**src/rtl/dm_arbiter_pkg.sv**
```systemverilog
// Shared types for the DM arbiter: FSM state encoding, port ids and a port-select helper.
// The DM_ARB_CPU_PRIO_EN macro (fixed CPU priority) is consumed by dm_arb_rr.
package dm_arbiter_pkg;

  typedef enum logic [1:0] {
    ARB_IDLE   = 2'd0,
    ARB_ACCESS = 2'd1,
    ARB_RESP   = 2'd2
  } arb_state_e;

  localparam logic ARB_CPU = 1'b0;
  localparam logic ARB_DMA = 1'b1;

  // One-hot per-port strobe for a given port id.
  function automatic logic [1:0] port_onehot(input logic id);
    return id ? 2'b10 : 2'b01;
  endfunction

endpackage

```
**src/rtl/dm_arb_rr.sv**
```systemverilog
// Combinational 2-way picker for the DM arbiter.
// Round-robin by default; DM_ARB_CPU_PRIO_EN makes port 0 win every contest.
module dm_arb_rr
  import dm_arbiter_pkg::*;
(
  input  logic req0,
  input  logic req1,
  input  logic last_grant,
  output logic grant_id,
  output logic grant_valid
);

`ifdef DM_ARB_CPU_PRIO_EN
  logic unused_last_grant_s;
  assign unused_last_grant_s = last_grant;
`endif

  // Winner selection from the current requests and the last served port.
  always_comb begin
    grant_valid = req0 | req1;
    grant_id    = ARB_CPU;
    if (req0 && req1) begin
`ifdef DM_ARB_CPU_PRIO_EN
      grant_id = ARB_CPU;
`else
      grant_id = ~last_grant;
`endif
    end else if (req1) begin
      grant_id = ARB_DMA;
    end else begin
      grant_id = ARB_CPU;
    end
  end

endmodule

```
**src/rtl/dm_arbiter.sv**
```systemverilog
// Shares the single-ported data memory between the CPU (port 0) and DMA/debug loader (port 1).
// Build with DM_ARB_CPU_PRIO_EN defined for fixed CPU priority instead of round-robin.
module dm_arbiter
  import dm_arbiter_pkg::*;
#(
  parameter int unsigned AW        = 32,
  parameter int unsigned DW        = 32,
  parameter int unsigned MEM_BYTES = 4096
) (
  input  logic          clk,
  input  logic          reset,
  input  logic          req0,
  input  logic          we0,
  input  logic [AW-1:0] addr0,
  input  logic [DW-1:0] wdata0,
  output logic          ack0,
  output logic          err0,
  output logic [DW-1:0] rdata0,
  input  logic          req1,
  input  logic          we1,
  input  logic [AW-1:0] addr1,
  input  logic [DW-1:0] wdata1,
  output logic          ack1,
  output logic          err1,
  output logic [DW-1:0] rdata1,
  output logic [AW-1:0] dm_addr,
  output logic [DW-1:0] dm_wdata,
  output logic          dm_memwr,
  input  logic [DW-1:0] dm_rdata,
  output logic          busy,
  output logic          last_grant
);

  logic          grant_id_s;
  logic          grant_valid_s;
  logic          sel_we_s;
  logic          sel_inr_s;
  logic [AW-1:0] sel_addr_s;
  logic [DW-1:0] sel_wdata_s;

  arb_state_e    state_q, state_d;
  logic          id_q, id_d;
  logic          we_q, we_d;
  logic          inr_q, inr_d;
  logic [AW-1:0] dm_addr_q, dm_addr_d;
  logic [DW-1:0] dm_wdata_q, dm_wdata_d;
  logic          dm_memwr_q, dm_memwr_d;
  logic [1:0]    ack_q, ack_d;
  logic [1:0]    err_q, err_d;
  logic [DW-1:0] rdata0_q, rdata0_d;
  logic [DW-1:0] rdata1_q, rdata1_d;
  logic          last_grant_q, last_grant_d;
  logic          busy_q, busy_d;

  dm_arb_rr u_rr (
    .req0        (req0),
    .req1        (req1),
    .last_grant  (last_grant_q),
    .grant_id    (grant_id_s),
    .grant_valid (grant_valid_s)
  );

  assign sel_we_s    = (grant_id_s == ARB_DMA) ? we1    : we0;
  assign sel_addr_s  = (grant_id_s == ARB_DMA) ? addr1  : addr0;
  assign sel_wdata_s = (grant_id_s == ARB_DMA) ? wdata1 : wdata0;
  // Byte-address compare; the low two bits never matter for a word-sized DM.
  assign sel_inr_s   = (sel_addr_s < AW'(MEM_BYTES));

  // Next-state and next-output computation for the IDLE/ACCESS/RESP sequencer.
  always_comb begin
    state_d      = state_q;
    id_d         = id_q;
    we_d         = we_q;
    inr_d        = inr_q;
    dm_addr_d    = '0;
    dm_wdata_d   = '0;
    dm_memwr_d   = 1'b0;
    ack_d        = 2'b00;
    err_d        = 2'b00;
    rdata0_d     = rdata0_q;
    rdata1_d     = rdata1_q;
    last_grant_d = last_grant_q;
    case (state_q)
      ARB_IDLE: begin
        if (grant_valid_s) begin
          state_d    = ARB_ACCESS;
          id_d       = grant_id_s;
          we_d       = sel_we_s;
          inr_d      = sel_inr_s;
          dm_addr_d  = sel_addr_s;
          dm_wdata_d = sel_wdata_s;
          dm_memwr_d = sel_we_s & sel_inr_s;
        end else begin
          state_d = ARB_IDLE;
        end
      end
      ARB_ACCESS: begin
        state_d = ARB_RESP;
        ack_d   = port_onehot(id_q);
        err_d   = inr_q ? 2'b00 : port_onehot(id_q);
        // DM read data is combinational, so it is valid on the edge that ends ACCESS.
        if (!we_q) begin
          if (id_q == ARB_DMA) begin
            rdata1_d = inr_q ? dm_rdata : '0;
          end else begin
            rdata0_d = inr_q ? dm_rdata : '0;
          end
        end else begin
          rdata0_d = rdata0_q;
        end
      end
      ARB_RESP: begin
        state_d      = ARB_IDLE;
        last_grant_d = id_q;
      end
      default: begin
        state_d = ARB_IDLE;
      end
    endcase
    busy_d = (state_d != ARB_IDLE);
  end

  // State and registered outputs; reset clears everything at once, including dm_memwr.
  always_ff @(posedge clk or negedge reset) begin
    if (!reset) begin
      state_q      <= ARB_IDLE;
      id_q         <= ARB_CPU;
      we_q         <= 1'b0;
      inr_q        <= 1'b0;
      dm_addr_q    <= '0;
      dm_wdata_q   <= '0;
      dm_memwr_q   <= 1'b0;
      ack_q        <= 2'b00;
      err_q        <= 2'b00;
      rdata0_q     <= '0;
      rdata1_q     <= '0;
      last_grant_q <= ARB_DMA;
      busy_q       <= 1'b0;
    end else begin
      state_q      <= state_d;
      id_q         <= id_d;
      we_q         <= we_d;
      inr_q        <= inr_d;
      dm_addr_q    <= dm_addr_d;
      dm_wdata_q   <= dm_wdata_d;
      dm_memwr_q   <= dm_memwr_d;
      ack_q        <= ack_d;
      err_q        <= err_d;
      rdata0_q     <= rdata0_d;
      rdata1_q     <= rdata1_d;
      last_grant_q <= last_grant_d;
      busy_q       <= busy_d;
    end
  end

  assign ack0       = ack_q[0];
  assign ack1       = ack_q[1];
  assign err0       = err_q[0];
  assign err1       = err_q[1];
  assign rdata0     = rdata0_q;
  assign rdata1     = rdata1_q;
  assign dm_addr    = dm_addr_q;
  assign dm_wdata   = dm_wdata_q;
  assign dm_memwr   = dm_memwr_q;
  assign busy       = busy_q;
  assign last_grant = last_grant_q;

endmodule

```
**config.mk**
```make
export PLATFORM = sky130hd
export DESIGN_NAME = dm_arbiter
export DESIGN_NICKNAME = d
export VERILOG_FILES = /design/src/rtl/dm_arbiter_pkg.sv /design/src/rtl/dm_arb_rr.sv /design/src/rtl/dm_arbiter.sv
export SDC_FILE = /design/constraint.sdc
export NUM_CORES = 1
export LEC_CHECK = 0
export CORE_AREA = 10 10 138 140
export DETAILED_ROUTE_END_ITERATION = 10
export DIE_AREA = 0 0 148 150
export PLACE_DENSITY_LB_ADDON = 0.15
export SYNTH_ARGS = -nofsm -noshare
export SYNTH_HDL_FRONTEND = slang
export SYNTH_SLANG_ARGS = --single-unit
```
**constraint.sdc**
```tcl
create_clock -name clk -period 1.5 [get_ports clk]
set_clock_uncertainty 0.2 [all_clocks]
set_input_delay 0.225 -clock clk [delete_from_list [all_inputs] [get_ports clk]]
set_output_delay 0.225 -clock clk [all_outputs]
set_load 0.05 [all_outputs]
```
# Yosys cells after proc, flatten, opt, wreduce, memory -nomap -nowiden
# Cells that the tools add are included.
# word_totals
reg_bits,140
input_bits,166
wordCells,45
# classes
n_lt_le_gt_ge,1
eq_ne,2
n_mux,18
bitwise,5
n_reduce_logical,6
# op_table
cell,count
$mux 32,7
$lt 32x13->1 const B,1
$mux 2,4
$mux 1,6
$reduce_and 3->1,2
$pmux 2 s2,1
$not 1->1,3
$eq 2x1->1 const B,1
$eq 2x2->1 const B,1
$logic_not 2->1,1
$reduce_and 2->1,1
$reduce_bool 2->1,1
$and 1x1->1,1
$logic_and 1x1->1,1
$or 1x1->1,1

# Longest topological paths before layout
# Gate-level depths: netlist of run 1.
# depth
depth_word,7
depth_mapped,6
ltp_nobuf,4

# Modules after synthesis
# From an unflattened synthesis of run 1, not the netlist that was laid out.
# hier_totals
cells_unflattened,506
hier_area_um2,5654.2
# modules_own_cells
module,n_inst,cells_per_inst,area_each_um2,seq_area_each_um2
dm_arbiter,1,504,5640.4,3504.6
dm_arb_rr,1,2,13.8,0.0

# Least setup slack after synthesis of run 1
# No wires, ideal clock.
# synth_timing
path_type,register -> register
from,"reg last_grant_q, in the netlist last_grant"
to,"reg dm_wdata_q[10], in the netlist dm_wdata[10]"
arrival_time_ns,1.447
path_slack_ns,-0.225
path_stages_with_launch,6
synth_period_minus_slack_ns,1.725
path_cell_list,dfstp_2 a21bo_1 buf_2 buf_2 nand2_1 a21oi_1
# synth_between
elab_chain_cells,5
# synth_rtl
element,line,text
from (decl),dm_arbiter.sv:52,"logic last_grant_q, last_grant_d;"
from (signal assigned),dm_arbiter.sv:151,last_grant_q <= last_grant_d;
$not 1->1,dm_arb_rr.sv:26,grant_id = ~last_grant;
$mux 1,dm_arb_rr.sv:22,if (req0 && req1) begin
$mux 32,dm_arbiter.sv:65,assign sel_wdata_s = (grant_id_s == ARB_DMA) ? wdata1 : wdata0;
$mux 32,dm_arbiter.sv:85,if (grant_valid_s) begin
$mux 32,dm_arbiter.sv:83,case (state_q)
named net dm_wdata_d[10],dm_arbiter.sv:46,"logic [DW-1:0] dm_wdata_q, dm_wdata_d;"
to (signal assigned),dm_arbiter.sv:145,dm_wdata_q <= dm_wdata_d;
to (decl),dm_arbiter.sv:46,
# The timed path passes the listed nets, and every way through them passes these cells.
# A chain may end at the register's enable or synchronous reset.

# Final worst setup path of run 1
# layout_timing
from,reg state_q[1]
to,"reg rdata0_q[12], in the netlist rdata0[12]"
# layout_between
elab_chain_cells,2
# layout_rtl
element,line,text
from (decl),dm_arbiter.sv:41,"arb_state_e state_q, state_d;"
from (signal assigned),dm_arbiter.sv:140,state_q <= state_d;
$eq 2x1->1,dm_arbiter.sv:83,
$reduce_and 3->1 (no source line),--,
to (signal assigned),dm_arbiter.sv:149,rdata0_q <= rdata0_d;
to (decl),dm_arbiter.sv:50,"logic [DW-1:0] rdata0_q, rdata0_d;"
# Every way passes these cells.

==> impl_metrics.json, run 1 <==
{
  "r2r_slack_ps": -180,
  "tns_ps": -12210,
  "wl_per_cell_um": 24.33,
  "min_period_ps": 1683,
  "wl_mm": 28.86,
  "dieArea_um2": 22200,
  "irDropWorstVdd_mv": 1.121,
  "numCtsBuffers": 17,
  "syn_area_um2": 5592,
  "grt_pass1_wl_mm": 36.27,
  "worstPathMaxFanout": 7,
  "first_pass_iters": 4,
  "ys_ff_latch": 140,
  "grt_pass1_vias": 6266,
  "port_buffers": 300,
  "layout-drive-gt1-share_pct": 54.92,
  "p_total_w": 0.02498,
  "setup_viol": 134,
  "post-dp-hpwl_mm": 16.38,
  "hold_viol_final": 0,
  "grt_remaining_overflow": 0,
  "clk_pin_slew_ps": 60,
  "cts_tree": "yes",
  "cts_root_buf": "clkbuf_16",
  "finalInstanceArea_um2": 13490,
  "clk_path_buf_depth": 2,
  "syn_nets": 741,
  "layout.nets": 1119,
  "drc": 0,
  "layout.cells.most_common_list": "clkdlybuf4s50_1, buf_12, dfrtp_1",
  "ant_nets": 0,
  "gr-usage-all-layers_pct": 21.19,
  "rows": 47,
  "die_h_um": 150,
  "drtIter0Drc": 276,
  "clock.fmax_mhz": 594.3,
  "cts_max_level": 4,
  "slew_headroom_pct": 67.13,
  "vias": 6124,
  "post-route-period-util_pct": 112.2,
  "crit_type": "reg -> reg",
  "yosys_warnings": 0,
  "drt-vias-per-instance": 5.164,
  "synth-seq-area-share_pct": 62.68,
  "fin_ws_ps": -182.8,
  "mostFrequentLayoutCell": "clkdlybuf4s50_1",
  "die_w_um": 148,
  "power_density_nw_per_um2": 1851,
  "tightest_slew_ps": 491.1,
  "clock_sinks": 140,
  "antenna_found_initial": 2,
  "netlist_instances": 575,
  "core_region_area_um2": 16350,
  "worstPathArrival_ps": 1780,
  "num_io_pins": 301,
  "grt_max_degree": 41,
  "cp-end-kind": "register",
  "min_path_type": "in -> async",
  "dpl_cell_area_um2": 10540,
  "start_kind": "register",
  "cp_data_required_time_ps": 1590,
  "r2r_start": "state_q[1]",
  "p_leak_nw": 5.858,
  "cap_violations": 0,
  "ys_types": 28,
  "finalMaxSlewViolations": 0,
  "rsz0062_at_grt": "yes",
  "startpoint": "state_q[1]",
  "routabilityCongestion": 0.8784,
  "violations": "negative setup slack",
  "start_util_pct": 34.20,
  "insertion_delay_ps": 410,
  "area_growth_pct": 141.3,
  "run_status": "finished with violations",
  "syn-mean-instance-area_um2": 9.725
}
## report_power, final
| part | total, W | internal [W] | switching (W) |
|---|---|---|---|
| Sequential | 0.00595 | 0.00478 | 0.00117 |
| Clock | 0.00486 | 0.00329 | 0.00157 |
| Combinational | 0.0142 | 0.00691 | 0.00726 |
## flip-flops by register name, indices dropped and copies added, names as in the netlist
signal and count:
rdata1 32, dm_wdata 32, busy 1, dm_memwr 1, last_grant 1, ack_q 2, rdata0 32, state_q 2
we_q 1, inr_q 1, err_q 2, id_q 1, dm_addr 32
## metrics by stage
| stage | cells | utilization [%] | hold WS [ps] | worst slack [ps] |
|---|---|---|---|---|
| after floorplan | 575 | - | -270.6 | -101.3 |
| after global placement | 1095 | 64.45 | -64.92 | -437.9 |
| after detailed placement | 1095 | 64.45 | -67.17 | -460.2 |
| after CTS | 1159 | 74.29 | 64.03 | -165.6 |
| after global routing | 1186 | 82.54 | 96.33 | -213.6 |
| final | 1186 | 82.54 | 70.79 | -182.8 |
## cell usage after synthesis
cell | instances | area share [%]
or2_1 | 1 | 0.11
a21boi_1 | 1 | 0.13
nor3_1 | 2 | 0.18
buf_6 | 10 | 2.0
clkbuf_1 | 14 | 0.94
nand3b_1 | 1 | 0.13
nand2b_1 | 1 | 0.11
buf_4 | 1 | 0.13
o22a_1 | 1 | 0.16
o21a_1 | 1 | 0.13
inv_1 | 4 | 0.27
dfrtp_1 | 139 | 62
mux2_2 | 1 | 0.20
nand2_1 | 230 | 15
nand4_1 | 2 | 0.22
dfstp_2 | 1 | 0.47
nor4_1 | 10 | 1.1
o21ai_1 | 21 | 1.9
or3_1 | 1 | 0.11
buf_2 | 14 | 1.3
a21bo_1 | 1 | 0.18
nor2_1 | 3 | 0.20
nand2b_4 | 1 | 0.25
o21ai_2 | 27 | 4.2
a21oi_1 | 65 | 5.8
mux2i_1 | 1 | 0.18
o21ai_0 | 20 | 1.8
nor3b_1 | 1 | 0.13
## layer usage
layer  wire, um  global-route usage [%]  part of all wire (%)
met4        867                   7.185                   3.0
met2      14840                   36.20                    51
met3       2744                   9.903                   9.5
met5         13                       0                 0.045
met1      10390                   22.69                    36
## timing repair
item | in CTS | in global routing
endpoints found under the hold margin | 140 | 0
resized for setup | 98 | 252
pin swaps | 38 | 94
buffers inserted | 17 | 17
endpoints found under the setup margin | 95 | 136
gates cloned | 16 | 17
hold buffers | 1 | 0
## cell type report
class / instances / area, um^2
multi-input cells: 392 / 3067
well taps: 220 / 275.3
repair buffers: 398 / 5951
flip-flops and latches: 140 / 3508
diodes: 1 / 2.502
clock buffers: 25 / 495.5
fillers: 843 / 2854
inverters: 4 / 15.01
clock inverters: 6 / 180.2
## cells by family (layout without fill, tap and decap cells)
group,count (synthesis),in the layout,synth area share [%]
simple gates,253,253,18.01
mux,2,2,0.3804
other cells,0,1,0
flops,140,140,62.68
buf+inv,43,433,4.610
compound gates,137,137,14.32
## final timing paths
path                               to  depth (start not counted)
max in group asynchronous   rdata0[4]                          3
min in group clk           dm_addr[3]                          3
hold / removal             rdata0[17]                          2
setup / recovery           rdata0[12]                          6
setup reg to reg           rdata0[12]                          6
hold reg to reg             rdata0[8]                          2
## critical path, stage by stage (launching register included)
cell	delay, ps
dfrtp_1	390
nand2b_4	140
or3_4	370
buf_12	170
buf_16	150
nand2_4	70
o21ai_4	60
No activity file was read; power rests on OpenSTA's default activity.
==> run 2: changes to the inputs <==
CORE_AREA = 10 10 132 146   (was 10 10 138 140)
DIE_AREA = 0 0 142 156   (was 0 0 148 150)
==> run 2 against run 1 <==
  * The flow still finishes with violations (negative setup slack)
  * Worst hold slack got worse by 29 ps
  * Highest routed layer is now met4
  * Critical path type is now reg -> out
  * Flip-flop and latch count did not move
  * Via count is 4.0% lower
  * Critical endpoint is now last_grant
  * Die area decreased by 0.22%
  * Final area fell by 6.5%
  * Clock power down 7.0%
  * Core utilization down 4.6 points
  * Sequential power shrank 0.8%
  * Largest power group unchanged
  * Cell count fell by 2.2%
==> impl_metrics.json, run 2 (synthesis results as in run 1) <==
{
  "top_usage_layer": "met2",
  "rows": 49,
  "r2r_start": "last_grant",
  "grt_max_degree": 36,
  "drt-vias-per-instance": 5.070,
  "n_antenna_cell": 0,
  "combinationalPowerShare_pct": 54.7,
  "layout.nets": 1110,
  "cp_data_required_time_ps": 1070,
  "regArea_um2": 3511,
  "drc": 0,
  "clock_sinks": 140,
  "min_period_ps": 1665,
  "seqPwrFrac_pct": 25.7,
  "vias": 5881,
  "wl_mm": 25.52,
  "start_util_pct": 34.55,
  "insertion_delay_ps": 420,
  "num_io_pins": 301,
  "port_buffers": 300,
  "crit_slowest_cell": "dfstp_2",
  "ant_nets": 0,
  "cap_violations": 0,
  "p_switching_w": 0.009259,
  "die_w_um": 142,
  "hp-start": "addr0[16]",
  "cts_tree": "yes",
  "cts_max_level": 4,
  "start_kind": "register",
  "cp-end-kind": "output pin",
  "drtIter0Drc": 228,
  "crit_type": "reg -> out",
  "grt_pass1_wl_mm": 34.83,
  "layout.cells.most_common_list": "nand2_1, clkdlybuf4s50_1, buf_12",
  "path_buf_inv": 2,
  "setup_viol": 130,
  "reg2regPathDepth": 6,
  "grt_use_met1_pct": 20.94,
  "p_leak_nw": 5.495,
  "irDropWorstVdd_mv": 0.8442,
  "rsz0062_at_grt": "yes",
  "hold_path_end": "dm_addr[16]",
  "r2r_slack_ps": -160,
  "cts_root_buf": "clkbuf_16",
  "slew_headroom_pct": 68.52,
  "routabilityCongestion": 0.8806,
  "r2r-end": "dm_addr[13]",
  "finalMaxSlewViolations": 0,
  "violations": "negative setup slack",
  "dpl_cell_area_um2": 10590,
  "numCtsBuffers": 17,
  "dieArea_um2": 22150,
  "grt_remaining_overflow": 0,
  "worst-path-stages": 2,
  "post-dp-hpwl_mm": 16.49,
  "clock.fmax_mhz": 600.7,
  "worstPathArrival_ps": 1240,
  "clkPwrFrac_pct": 19.6,
  "min_path_cells": 4,
  "fin_ws_ps": -164.6,
  "layout-drive-gt1-share_pct": 45.71,
  "area_growth_pct": 125.6,
  "wl_per_cell_um": 22.00,
  "grt_pass1_vias": 6212,
  "tightest_slew_ps": 467.9,
  "swShare_pct": 40.29,
  "core_region_area_um2": 16190,
  "gr-usage-all-layers_pct": 20.35,
  "fill_cells": 969,
  "clk_pin_slew_ps": 60,
  "crit_chain": "buf_6 -> buf_12",
  "antenna_found_initial": 0,
  "power_density_nw_per_um2": 1822,
  "intPower_w": 0.01372,
  "min_path_type": "in -> reg",
  "clk_path_buf_depth": 2,
  "post-route-period-util_pct": 111.0,
  "critPathTopFamily": "flip-flops",
  "die_h_um": 156,
  "multiInputGateArea_um2": 2571,
  "met2_usage_pct": 35.41,
  "run_status": "finished with violations",
  "cp_slowest_stage_delay_ps": 570,
  "hold_viol_final": 0,
  "fin_util_pct": 77.95,
  "worstPathMaxFanout": 3,
  "finalInstanceArea_um2": 12620,
  "first_pass_iters": 4,
  "grt_util_met3_pct": 9.013
}
[run 2: power groups by stage]
stage | logic (W) | clock network [W] | registers [W]
floorplan | 0.00189 | 0 | 0.00852
global placement | 0.0104 | 0 | 0.00573
detailed placement | 0.0105 | 0 | 0.00578
CTS | 0.0114 | 0.00457 | 0.00573
global route | 0.0130 | 0.00476 | 0.00601
finish | 0.0126 | 0.00452 | 0.00590
[run 2: area by class of cell]
type / instances / area share [%]
Clock buffer: 20 / 3.699
Clock inverter: 11 / 1.319
Inverter: 4 / 0.1190
Multi-Input combinational cell: 395 / 20.38
Sequential cell: 140 / 27.83
Tap cell: 204 / 2.023
Timing Repair Buffer: 386 / 44.63
[run 2: worst max-delay path by stage]
stage	startpoint	endpoint	slack [ps]
floorplan	last_grant	we_q	-100
global placement	addr0[19]	inr_q	-480
detailed placement	addr0[19]	dm_memwr	-580
global route	state_q[1]	rdata1[5]	-220
CTS	last_grant	last_grant	-170
finish	last_grant	last_grant	-160
[run 2: what timing repair did]
item / 4_1_cts / 5_1_grt
setup buffers: 9 / 8
setup endpoints to repair: 109 / 133
hold buffers: 1 / 0
endpoints found under the hold margin: 140 / 0
gates cloned: 11 / 12
pin swaps: 12 / 42
gates resized for setup: 49 / 152
[run 2: worst register-to-register path: stages, from the launching register on]
cell and delay, ps:
dfstp_2 570, buf_4 140, a21bo_4 200, buf_6 140, buf_16 120, nand2_1 60, a21oi_1 160
[run 2: metrics by stage]
step / setup slack [ps] / std cells / total power [W] / setup TNS [ps] / hold slack (ps)
4_1_cts: -165.3 / 1141 / 0.02168 / -8836 / 69.65
3_3_place_gp: -480.2 / 1089 / 0.01613 / -19970 / -56.43
2_1_floorplan: -101.3 / 575 / 0.01042 / -4911 / -270.6
5_1_grt: -223.9 / 1160 / 0.02379 / -20210 / 46.96
3_5_place_dp: -575.6 / 1089 / 0.01630 / -23940 / -54.95
6_report: -164.6 / 1160 / 0.02298 / -12740 / 41.39
[run 2: layer usage]
layer  up-vias  routed length (um)
li1       2655                   -
met1      2877                8719
met2       296               13830
met3        53                2146
met4         0                 815
met5         -                   0
==> run 3: changes to the inputs <==
CAP_MARGIN = 20   (was unset)
==> results of run 3 <==
No change in the layout: final DEF, timing and power equal those of run 2.
